File: config.mk
export PLATFORM = sky130hd
export DESIGN_NAME = uart_tx_arbiter
export DESIGN_NICKNAME = d
export VERILOG_FILES = /design/src/rtl/uart_tx_arbiter.sv
export SDC_FILE = /design/constraint.sdc
export NUM_CORES = 1
export LEC_CHECK = 0
export CORE_UTILIZATION = 52
export CTS_CLUSTER_SIZE = 25
export DETAILED_ROUTE_END_ITERATION = 8
export GPL_TIMING_DRIVEN = 0
export PLACE_DENSITY = 0.82
export SYNTH_ARGS = -nofsm -noshare
export SYNTH_HDL_FRONTEND = slang
export SYNTH_SLANG_ARGS = --single-unit
File: constraint.sdc
create_clock -name clk -period 2.45 [get_ports clk]
set_input_delay 0.49 -clock clk [delete_from_list [all_inputs] [get_ports clk]]
set_output_delay 0.49 -clock clk [all_outputs]
set_load 0.01 [all_outputs]
File: src/rtl/uart_tx_arbiter.sv
// N-source arbiter for the board TXD pin. Passes the selected TX line through a single
// register and defers a select change until the current source has been idle for a full
// gap, so a character in flight is never cut short. A force input bypasses the idle check.
module uart_tx_arbiter #(
  parameter int unsigned NUM_CH      = 2,
  parameter int unsigned BAUD_PERIOD = 108,
  parameter int unsigned IDLE_BITS   = 11,
  localparam int unsigned SEL_W      = $clog2(NUM_CH)
) (
  input  logic              clk,
  input  logic              sync_reset,
  input  logic [NUM_CH-1:0] tx_in,
  input  logic [SEL_W-1:0]  sel_req,
  input  logic              sel_force,
  output logic              txd,
  output logic [SEL_W-1:0]  sel_active,
  output logic              switch_pending
);

  localparam int unsigned    GAP   = IDLE_BITS * BAUD_PERIOD;
  localparam int unsigned    CNT_W = $clog2(GAP + 1);
  localparam logic [CNT_W-1:0] GapC = CNT_W'(GAP);

  typedef enum logic [0:0] {StPass, StWaitIdle} state_e;

  state_e             r_state;
  state_e             w_state_d;
  logic [SEL_W-1:0]   r_sel_active;
  logic [SEL_W-1:0]   w_sel_d;
  logic [CNT_W-1:0]   r_idle_cnt;
  logic [CNT_W-1:0]   w_idle_d;
  logic               r_txd;

  logic               w_req_valid;
  logic               w_req_diff;
  logic               w_switch;
  logic               w_tx_cur;
  logic               w_tx_tgt;
  logic               w_tx_next;

  // Out-of-range requests (possible when NUM_CH is not a power of two) are ignored.
  assign w_req_valid = (32'(sel_req) < NUM_CH);
  assign w_req_diff  = w_req_valid && (sel_req != r_sel_active);

  // Look up the current source and the requested target; unmatched indices read as idle.
  always_comb begin
    w_tx_cur = 1'b1;
    w_tx_tgt = 1'b1;
    for (int i = 0; i < NUM_CH; i++) begin
      if (r_sel_active == SEL_W'(i)) w_tx_cur = tx_in[i];
      if (sel_req == SEL_W'(i))      w_tx_tgt = tx_in[i];
    end
  end

  // Select the source value that txd will carry after this edge (uses the new selection).
  always_comb begin
    w_tx_next = 1'b1;
    for (int i = 0; i < NUM_CH; i++) begin
      if (w_sel_d == SEL_W'(i)) w_tx_next = tx_in[i];
    end
  end

  // Next-state logic: force beats gap completion; the target is re-sampled every cycle.
  always_comb begin
    w_state_d = r_state;
    w_sel_d   = r_sel_active;
    w_switch  = 1'b0;
    w_idle_d  = r_idle_cnt;

    if (sel_force && w_req_diff) begin
      w_switch = 1'b1;
    end else begin
      case (r_state)
        StPass: begin
          if (w_req_diff) w_state_d = StWaitIdle;
        end
        StWaitIdle: begin
          if (w_req_valid && (sel_req == r_sel_active)) begin
            w_state_d = StPass;
          end else if (w_req_diff && (r_idle_cnt == GapC) && w_tx_tgt) begin
            // Target still mid-frame (low) keeps us waiting.
            w_switch = 1'b1;
          end
        end
        default: w_state_d = StPass;
      endcase
    end

    if (w_switch) begin
      w_sel_d   = sel_req;
      w_state_d = StPass;
    end

    // Idle gap counter runs in both states and restarts on any switch.
    if (w_switch || !w_tx_cur) begin
      w_idle_d = '0;
    end else if (r_idle_cnt != GapC) begin
      w_idle_d = r_idle_cnt + CNT_W'(1);
    end
  end

  // State, selection, idle counter and output register with synchronous reset.
  always_ff @(posedge clk) begin
    if (sync_reset) begin
      r_state      <= StPass;
      r_sel_active <= '0;
      r_idle_cnt   <= '0;
      r_txd        <= 1'b1;
    end else begin
      r_state      <= w_state_d;
      r_sel_active <= w_sel_d;
      r_idle_cnt   <= w_idle_d;
      r_txd        <= w_tx_next;
    end
  end

  assign txd            = r_txd;
  assign sel_active     = r_sel_active;
  assign switch_pending = (r_state == StWaitIdle);

endmodule

* Yosys cells after proc, flatten, opt, wreduce, memory -nomap -nowiden
Cells that the tools add are included.
Storage, ports and cells: bits in registers 14, logic and storage cells 28, input bits 6
Operators by class: $add $sub $neg 1, muxes and demuxes 11, equal/unequal tests 4, bitwise operators 1, reduce and logical (&&, ||, !) cells 7
Operators by type and width (number):
- 11-bit by 1-bit adder with 11-bit output, second input constant | 1
- 11-bit == test, second input constant | 1
- 11-bit inequality test, second input constant | 1
- 1-bit 2-to-1 mux | 10
- 2-bit OR reduction | 2
- 1-bit logical AND | 3
- 1-bit case mux with 2 select lines | 1
- 1-bit == test | 1
- 1-bit logical NOT | 1
- 1-bit logical OR | 1
- 1-bit inequality test | 1
- 1-bit inverter | 1

* Longest topological paths before layout
Gate-level depths: netlist of run 1.
depth after elaboration 9, gate-level depth with buffers 8, gate-level depth less buffers 6

* Worst setup path after synthesis of run 1
Ideal clock, no wire load.
path kind reg2reg, start point reg r_idle_cnt[0], end point reg r_idle_cnt[3], library setup time 0.073 ns, path slack 0.712 ns, data arrival time 1.665 ns, period minus slack after synthesis 1.738 ns, cell stages (with the launch flop) 9, buffers on the path 2, cell sequence dfxtp_1 inv_1 ha_1 and4bb_1 and3_1 buf_6 a221o_1 buf_6 nor3_2
Between the ends: longest elaborated chain between the ends 9
RTL lines:
- start: declaration | line 30 | logic [CNT_W-1:0] r_idle_cnt;
- start signal: assignment | line 112 | r_idle_cnt <= w_idle_d;
- 11-bit == test | line 80 | end else if (w_req_diff && (r_idle_cnt == GapC) && w_tx_tgt) begin
- 1-bit logical AND (2 in series) | line 80
- 1-bit 2-to-1 mux | line 80
- 1-bit 2-to-1 mux | line 78 | if (w_req_valid && (sel_req == r_sel_active)) begin
- 1-bit 2-to-1 mux | line 73 | case (r_state)
- 1-bit 2-to-1 mux | line 70 | if (sel_force && w_req_diff) begin
- 1-bit logical OR | line 95 | if (w_switch || !w_tx_cur) begin
- 2-bit OR reduction (no source line)
Parallel ways exist; a longest one is shown, timed or not. A chain may end at the register's enable or synchronous reset.

* Worst setup path in the final report of run 1
start point in sel_req, end point reg r_idle_cnt[9]
Between the ends: longest elaborated chain between the ends 9
RTL lines:
- start: declaration | line 13 | input logic [SEL_W-1:0] sel_req,
- 1-bit inequality test | line 43 | assign w_req_diff = w_req_valid && (sel_req != r_sel_active);
- 1-bit logical AND (2 in series) | line 80
- 1-bit 2-to-1 mux | line 80
- 1-bit 2-to-1 mux | line 78
- 1-bit 2-to-1 mux | line 73
- 1-bit 2-to-1 mux * | line 70
- 1-bit logical OR * | line 95
- 2-bit OR reduction (no source line) *
Mark *: on every way between the ends. The rest lies on a longest branch, timed or not.

==> results of run 1 <==
==> per-layer routing <==
layer	vias up	wire length, um	global-route usage
li1	306	-	-
met1	255	654	0.2586
met3	2	49	0.07386
met4	0	13	0.1034
met5	-	0	0
met2	12	598	0.3115
==> cell usage in the layout (no fill, tap or decap), types with 2 or more instances in the layout <==
| cell | synthesis | final |
|---|---|---|
| sky130_fd_sc_hd__nand2_1 | 3 | 3 |
| sky130_fd_sc_hd__ha_1 | 2 | 2 |
| sky130_fd_sc_hd__clkdlybuf4s50_1 | 0 | 8 |
| sky130_fd_sc_hd__inv_1 | 7 | 7 |
| sky130_fd_sc_hd__and4bb_1 | 2 | 2 |
| sky130_fd_sc_hd__xnor2_1 | 9 | 9 |
| sky130_fd_sc_hd__nand2b_1 | 2 | 2 |
| sky130_fd_sc_hd__dfxtp_1 | 14 | 14 |
| sky130_fd_sc_hd__clkbuf_4 | 0 | 3 |
| sky130_fd_sc_hd__buf_6 | 2 | 2 |
| sky130_fd_sc_hd__nor3_1 | 3 | 3 |
| sky130_fd_sc_hd__nand4_1 | 3 | 3 |
| sky130_fd_sc_hd__nor2_1 | 13 | 13 |
| sky130_fd_sc_hd__nor3_2 | 2 | 2 |
| sky130_fd_sc_hd__mux2i_1 | 2 | 2 |
| sky130_fd_sc_hd__nand3_1 | 3 | 3 |
==> power breakdown <==
part	total [W]	switching [W]	internal, W
Clock	0.000164	0.0000740	0.0000903
Combinational	0.0000466	0.0000200	0.0000266
Sequential	0.000238	0.00000559	0.000233
==> worst paths after layout <==
kind | slack, ns | endpoint | from
setup / recovery | 0.44 | r_idle_cnt[9] | sel_req
hold / removal | 0.53 | r_idle_cnt[10] | r_idle_cnt[10]
setup reg to reg | 0.53 | r_idle_cnt[9] | r_idle_cnt[0]
hold reg to reg | 0.53 | r_idle_cnt[10] | r_idle_cnt[10]
==> flip-flops by register name, summed over array words and instances (netlist names) <==
signal          cells
r_idle_cnt         11
sel_active          1
switch_pending      1
txd                 1
==> worst register-to-register path: cells and delay by family (launching register included) <==
kind	cells	cell delay, ns
AND/OR/NAND/NOR	3	0.53
flip-flops	1	0.39
buffers and inverters	3	0.38
adder cells (fa/ha/maj)	1	0.21
AO/OA/AOI/OAI	1	0.34
==> logic make-up (layout without fill, tap and decap cells) <==
logic type | Yosys count | in the layout | synth area share
muxes | 2 | 2 | 0.02730
DFF | 14 | 14 | 0.3823
xor gates and xnor gates | 10 | 10 | 0.1195
buffers and inverters | 9 | 21 | 0.06656
adders and majority gates | 2 | 2 | 0.03412
and+or+nand+nor | 38 | 38 | 0.2986
AOI/OAI and AO/OA | 7 | 7 | 0.07167
==> per-stage QoR <==
| step | area, sq um | std cells | util |
|---|---|---|---|
| 2_1_floorplan | 733.2 | 82 | - |
| 3_3_place_gp | 832.0 | 105 | 0.6394 |
| 3_5_place_dp | 832.0 | 105 | 0.6394 |
| 4_1_cts | 868.3 | 109 | 0.6673 |
| 5_1_grt | 868.3 | 109 | 0.6673 |
| 6_report | 868.3 | 109 | 0.6673 |
==> final cells by class <==
class,instances,area [sq um],share of cell area
clock buffer,4,36.28,0.04179
buffer,2,22.52,0.02594
multi-input combinational,59,404.1,0.4654
timing repair buffer,8,80.08,0.09222
sequential,14,280.3,0.3228
inverter,7,26.28,0.03026
tap,15,18.77,0.02161
==> insert_results.sql, run 1 <==
INSERT INTO impl_metrics (metric_group, metric, value, unit) VALUES
('setup_path', 'crit_path_max_fanout', '10', ''),
('floorplan', 'floorplan.rows', '13', ''),
('clocking', 'cts_num_sinks', '14', ''),
('clocking', 'clock_latency', '0.28', 'ns'),
('grt', 'grt_overflow', '0', ''),
('clocking', 'cts_setup_buffers', '0', ''),
('clocking', 'cts-root-to-sink-buffers', '2', ''),
('floorplan', 'io_pins', '9', ''),
('final_layout', 'drive_gt1_frac', '0.09574', ''),
('min_path', 'hold_path_depth', '2', ''),
('timing', 'final_max_slew_viol_count', '0', ''),
('grt', 'groute.usage.overall', '0.2080', ''),
('synth', 'post-synth-top-area-fraction', '0.3823', ''),
('flow_run', 'cap_violations', '0', ''),
('floorplan', 'die-area', '0.001564', 'sq mm'),
('synth', 'mappedNetlistArea', '733.2', 'sq um'),
('routing', 'drc_errors', '0', ''),
('synth', 'synth_nets', '90', ''),
('grt', 'grt_antenna_before_repair', '0', ''),
('timing', 'final.period_utilization', '0.8210', ''),
('final_layout', 'syn_to_final_growth', '18.43', '%'),
('routing', 'drt-wirelength-per-cell', '12.07', 'um'),
('placed_design', 'buffer_ports.inserted', '8', ''),
('pwr', 'cellPowerDensity', '517.5', 'mW/mm^2'),
('pwr', 'power_leakage', '0.2989', 'nW'),
('floorplan', 'core-area', '0.001301', 'sq mm'),
('timing', 'hold_viol_final', '0', ''),
('timing', 'setup_slack', '0.4385', 'ns'),
('timing', 'setup_violations', '0', ''),
('placed_design', 'dp_hpwl', '927.3', 'um'),
('synth', 'ys_seq_elements', '14', ''),
('setup_path', 'cp_arrival', '2.22', 'ns'),
('timing', 'grt_setup_unrepaired', 'false', ''),
('pwr', 'total_power', '0.0004493', 'W'),
('min_path', 'min_path_type', 'flop to flop', ''),
('synth', 'synth_edf_count', '0', ''),
('grt', 'grt_start_max_net_pins', '11', ''),
('timing', 'max_freq', '497.1', 'MHz'),
('timing', 'clock_skew', '0.005737', 'ns'),
('grt', 'grt_pass1_wl', '2.132', 'mm'),
('setup_path', 'slowest_stage', 'sky130_fd_sc_hd__clkdlybuf4s50_1', ''),
('routing', 'detail_route.iter0.violations', '16', ''),
('final_layout', 'antenna-diode-count', '0', ''),
('synth', 'yosys-top-cells-area', 'sky130_fd_sc_hd__dfxtp_1, sky130_fd_sc_hd__xnor2_1, sky130_fd_sc_hd__nor2_1, sky130_fd_sc_hd__inv_1, sky130_fd_sc_hd__and4bb_1', ''),
('setup_path', 'critical_path.endpoint_type', 'flop', ''),
('timing', 'period_minus_slack', '2.011', 'ns'),
('grt', 'number_of_global_route_vias_before_repair', '518', ''),
('timing', 'finalSetupTns', '0', 'ns'),
('routing', 'detailroute.via_count', '575', ''),
('floorplan', 'horizontal_die_dimension', '39.55', 'um'),
('setup_path', 'path_buf_inv', '2', ''),
('synth', 'synth.avg_cell_area', '8.942', 'sq um'),
('timing', 'slew_at_the_pin_closest_to_its_max_slew_limit', '0.3257', 'ns'),
('placed_design', 'finalWeightedCongestion', '0.6607', ''),
('setup_path', 'critical_path_cell_list', 'clkdlybuf4s50_1 -> and2_1 -> or3b_2 -> a221o_1 -> buf_6 -> nor3_2', ''),
('synth', 'seq_area_frac_synth', '0.3823', ''),
('timing', 'timing.hold.ws', '0.5263', 'ns'),
('setup_path', 'timing.setup.critical_path_class', 'input pin to flop', ''),
('status', 'status', 'completed', ''),
('floorplan', 'floorplan.initialDensity', '0.5635', ''),
('synth', 'top_cell_type_by_total_area_after_synthesis', 'sky130_fd_sc_hd__dfxtp_1', ''),
('setup_path', 'slowest_delay', '0.47', 'ns'),
('floorplan', 'die_y', '39.55', 'um'),
('clocking', 'clock_tree.htree_level_count', '1', ''),
('setup_path', 'required_arrival_time_at_the_worst_endpoint', '2.65', 'ns'),
('setup_path', 'critPathLaunchType', 'input pin', ''),
('synth', 'synth_most_common_cell', 'sky130_fd_sc_hd__dfxtp_1', ''),
('synth', 'post_synth_num_cell_types', '29', ''),
('routing', 'residual_antenna_violating_net_count_after_detailed_routing', '0', ''),
('clocking', 'clockRootBuffer', 'sky130_fd_sc_hd__clkbuf_4', ''),
('clocking', 'cts_tree', 'yes', '');
Note: power is estimated with default switching activity, not from simulation.
==> run 2: changes to the inputs <==
--- a/config.mk
+++ b/config.mk
@@ -5,11 +5,12 @@
 export SDC_FILE = /design/constraint.sdc
 export NUM_CORES = 1
 export LEC_CHECK = 0
-export CORE_UTILIZATION = 52
+export CORE_ASPECT_RATIO = 1.2
+export CORE_UTILIZATION = 47
 export CTS_CLUSTER_SIZE = 25
 export DETAILED_ROUTE_END_ITERATION = 8
 export GPL_TIMING_DRIVEN = 0
-export PLACE_DENSITY = 0.82
+export PLACE_DENSITY = 0.79
 export SYNTH_ARGS = -nofsm -noshare
 export SYNTH_HDL_FRONTEND = slang
 export SYNTH_SLANG_ARGS = --single-unit
==> constraint.sdc (replaced) <==
create_clock -name clk -period 1.7 [get_ports clk]
set_input_delay 0.34 -clock clk [delete_from_list [all_inputs] [get_ports clk]]
set_output_delay 0.34 -clock clk [all_outputs]
set_load 0.01 [all_outputs]
==> insert_results.sql, run 2 (synthesis results as in run 1) <==
INSERT INTO impl_metrics (metric_group, metric, value, unit) VALUES
('placed_design', 'finalWeightedCongestion', '0.7134', ''),
('routing', 'totalWireLength', '1.704', 'mm'),
('timing', 'setup_violations', '0', ''),
('routing', 'residual_antenna_violating_net_count_after_detailed_routing', '0', ''),
('final_layout', 'multi_input_comb_area', '427.9', 'sq um'),
('pwr', 'p_int', '0.0005152', 'W'),
('grt', 'grt_pass1_wl', '2.421', 'mm'),
('final_layout', 'largest_register_ffs', '11', ''),
('timing', 'final.period_utilization', '0.9853', ''),
('final_layout', 'final.fill_count', '120', ''),
('placed_design', 'dpl_cell_area', '837.1', 'sq um'),
('clocking', 'tritoncts.num_buffers', '3', ''),
('setup_path', 'timing.setup.critical_path_class', 'flop to flop', ''),
('pwr', 'power_leakage', '0.3526', 'nW'),
('final_layout', 'most_frequent_cells_in_the_layout', 'sky130_fd_sc_hd__nor2_1, sky130_fd_sc_hd__dfxtp_1, sky130_fd_sc_hd__xnor2_1', ''),
('routing', 'detail_route.iter0.violations', '15', ''),
('grt', 'number_of_global_route_vias_before_repair', '568', ''),
('clocking', 'cts_tree', 'yes', ''),
('timing', 'grt_setup_unrepaired', 'true', ''),
('timing', 'max_freq', '597.0', 'MHz'),
('setup_path', 'cp_arrival', '1.89', 'ns'),
('timing', 'period_minus_slack', '1.675', 'ns'),
('pwr', 'power_frac_comb', '0.129', ''),
('pwr', 'power_switching', '0.0001551', 'W'),
('floorplan', 'floorplan.initialDensity', '0.5074', ''),
('pwr', 'sw_frac_of_total', '0.2314', ''),
('timing', 'slew_at_the_pin_closest_to_its_max_slew_limit', '0.3045', 'ns'),
('grt', 'groute.usage.overall', '0.2108', ''),
('clocking', 'clock_tree.htree_level_count', '1', ''),
('final_layout', 'mostFrequentLayoutCell', 'sky130_fd_sc_hd__nor2_1', ''),
('final_layout', 'finish.net_count', '111', ''),
('routing', 'drt-wirelength-per-cell', '14.32', 'um'),
('pwr', 'worst_ir_drop_vdd', '510.1', 'uV'),
('setup_path', 'crit_path_max_fanout', '5', ''),
('status', 'status', 'completed', ''),
('clocking', 'cts-root-to-sink-buffers', '2', ''),
('flow_run', 'cap_violations', '0', ''),
('final_layout', 'max_flop_register', 'r_idle_cnt', ''),
('grt', 'grt_overflow', '0', ''),
('pwr', 'power.share.sequential', '0.511', ''),
('final_layout', 'drive_gt1_frac', '0.2549', ''),
('clocking', 'clockRootBuffer', 'sky130_fd_sc_hd__clkbuf_4', ''),
('clocking', 'cts_num_sinks', '14', ''),
('grt', 'grt_antenna_before_repair', '0', ''),
('floorplan', 'floorplan.rows', '15', ''),
('setup_path', 'critPathLaunchType', 'flop', ''),
('setup_path', 'critical_path.endpoint_type', 'flop', ''),
('routing', 'drt_pre_antenna_iters', '4', ''),
('placed_design', 'buffer_ports.inserted', '8', ''),
('placed_design', 'dp_hpwl', '978.5', 'um'),
('routing', 'via_per_inst', '5.546', ''),
('clocking', 'post_cts_clock_slew_at_the_launch_and_capture_registers_of_the_worst_setup_and_hold_paths', '0.08', 'ns'),
('min_path', 'min_path_type', 'input pin to flop', ''),
('timing', 'finalSetupTns', '0', 'ns'),
('final_layout', 'antenna-diode-count', '0', ''),
('floorplan', 'horizontal_die_dimension', '38.06', 'um'),
('timing', 'final_max_slew_viol_count', '0', ''),
('floorplan', 'core-area', '0.001445', 'sq mm'),
('pwr', 'cellPowerDensity', '696.6', 'mW/mm^2'),
('floorplan', 'die_y', '45.27', 'um'),
('pwr', 'clkPwrFrac', '0.360', ''),
('timing', 'maxSlewHeadroom', '0.7917', ''),
('timing', 'hold_viol_final', '0', ''),
('routing', 'drc_errors', '0', ''),
('setup_path', 'required_arrival_time_at_the_worst_endpoint', '1.92', 'ns'),
('clocking', 'clock_latency', '0.28', 'ns'),
('routing', 'detailroute.via_count', '660', ''),
('floorplan', 'io_pins', '9', ''),
('final_layout', 'syn_to_final_growth', '31.23', '%'),
('final_layout', 'final-seq-area', '286.5', 'sq um'),
('floorplan', 'die-area', '0.001723', 'sq mm'),
('grt', 'grt_start_max_net_pins', '9', ''),
('final_layout', 'stdcell_area', '962.2', 'sq um'),
('pwr', 'total_power', '0.0006703', 'W'),
('timing', 'clock_skew', '0.0008998', 'ns');
-- run 2: routing by layer --
layer  vias to the layer above  global-route usage  routed length [um]
met5                         -                   0                   0
met4                         0             0.07857                  15
met3                         2             0.08867                  85
met2                        20              0.3559                 893
met1                       318              0.2303                 709
li1                        320                   -                   -
-- run 2: path summary, 6_finish.rpt --
path,cells past startpoint,end,slack [ns],startpoint
worst max-delay path,7,r_idle_cnt[3],0.02,r_idle_cnt[0]
worst min-delay path,3,txd,0.40,tx_in[0]
worst max register to register,7,r_idle_cnt[3],0.02,r_idle_cnt[0]
worst min register to register,2,r_idle_cnt[10],0.54,r_idle_cnt[10]
-- run 2: repair_timing --
item,4_1_cts,5_1_grt
setup buffers,5,3
gates resized for setup,9,5
pin swaps,10,2
gates cloned,1,0
endpoints found under the setup margin,11,14
hold buffers,0,0
-- run 2: final cells by class --
cell class                 count  area share
buffer                         1     0.01170
sequential                    14      0.2978
inverter                       7     0.02731
tap                           17     0.02211
timing repair buffer          17      0.1586
clock buffer                   4     0.03771
multi-input combinational     59      0.4447
-- run 2: stage by stage --
step           hold slack, ns  setup slack [ns]  utilization  std cells
6_report               0.3966           0.02497       0.6658        119
4_1_cts                0.3746          -0.03688       0.6494        117
3_5_place_dp           0.5103           -0.4386       0.5792        107
2_1_floorplan          0.4124          0.007169            -         82
3_3_place_gp           0.4963           -0.3968       0.5792        107
5_1_grt                0.4019          -0.05054       0.6658        119
-- run 2: critical path: stages, from the launching register on --
cell and delay, ns:
sky130_fd_sc_hd__dfxtp_2 0.34, sky130_fd_sc_hd__inv_2 0.05, sky130_fd_sc_hd__ha_4 0.15, sky130_fd_sc_hd__and4bb_1 0.20, sky130_fd_sc_hd__and3_4 0.18, sky130_fd_sc_hd__a221o_1 0.38, sky130_fd_sc_hd__buf_6 0.16, sky130_fd_sc_hd__nor3_2 0.15
-- run 2: power groups by stage --
stage                     Combinational, W  Sequential [W]  Clock, W
after global placement           0.0000658        0.000352         0
after global routing             0.0000936        0.000343  0.000263
after CTS                        0.0000809        0.000342  0.000248
after floorplan                  0.0000328        0.000353         0
final                            0.0000866        0.000342  0.000241
after detailed placement         0.0000675        0.000352         0
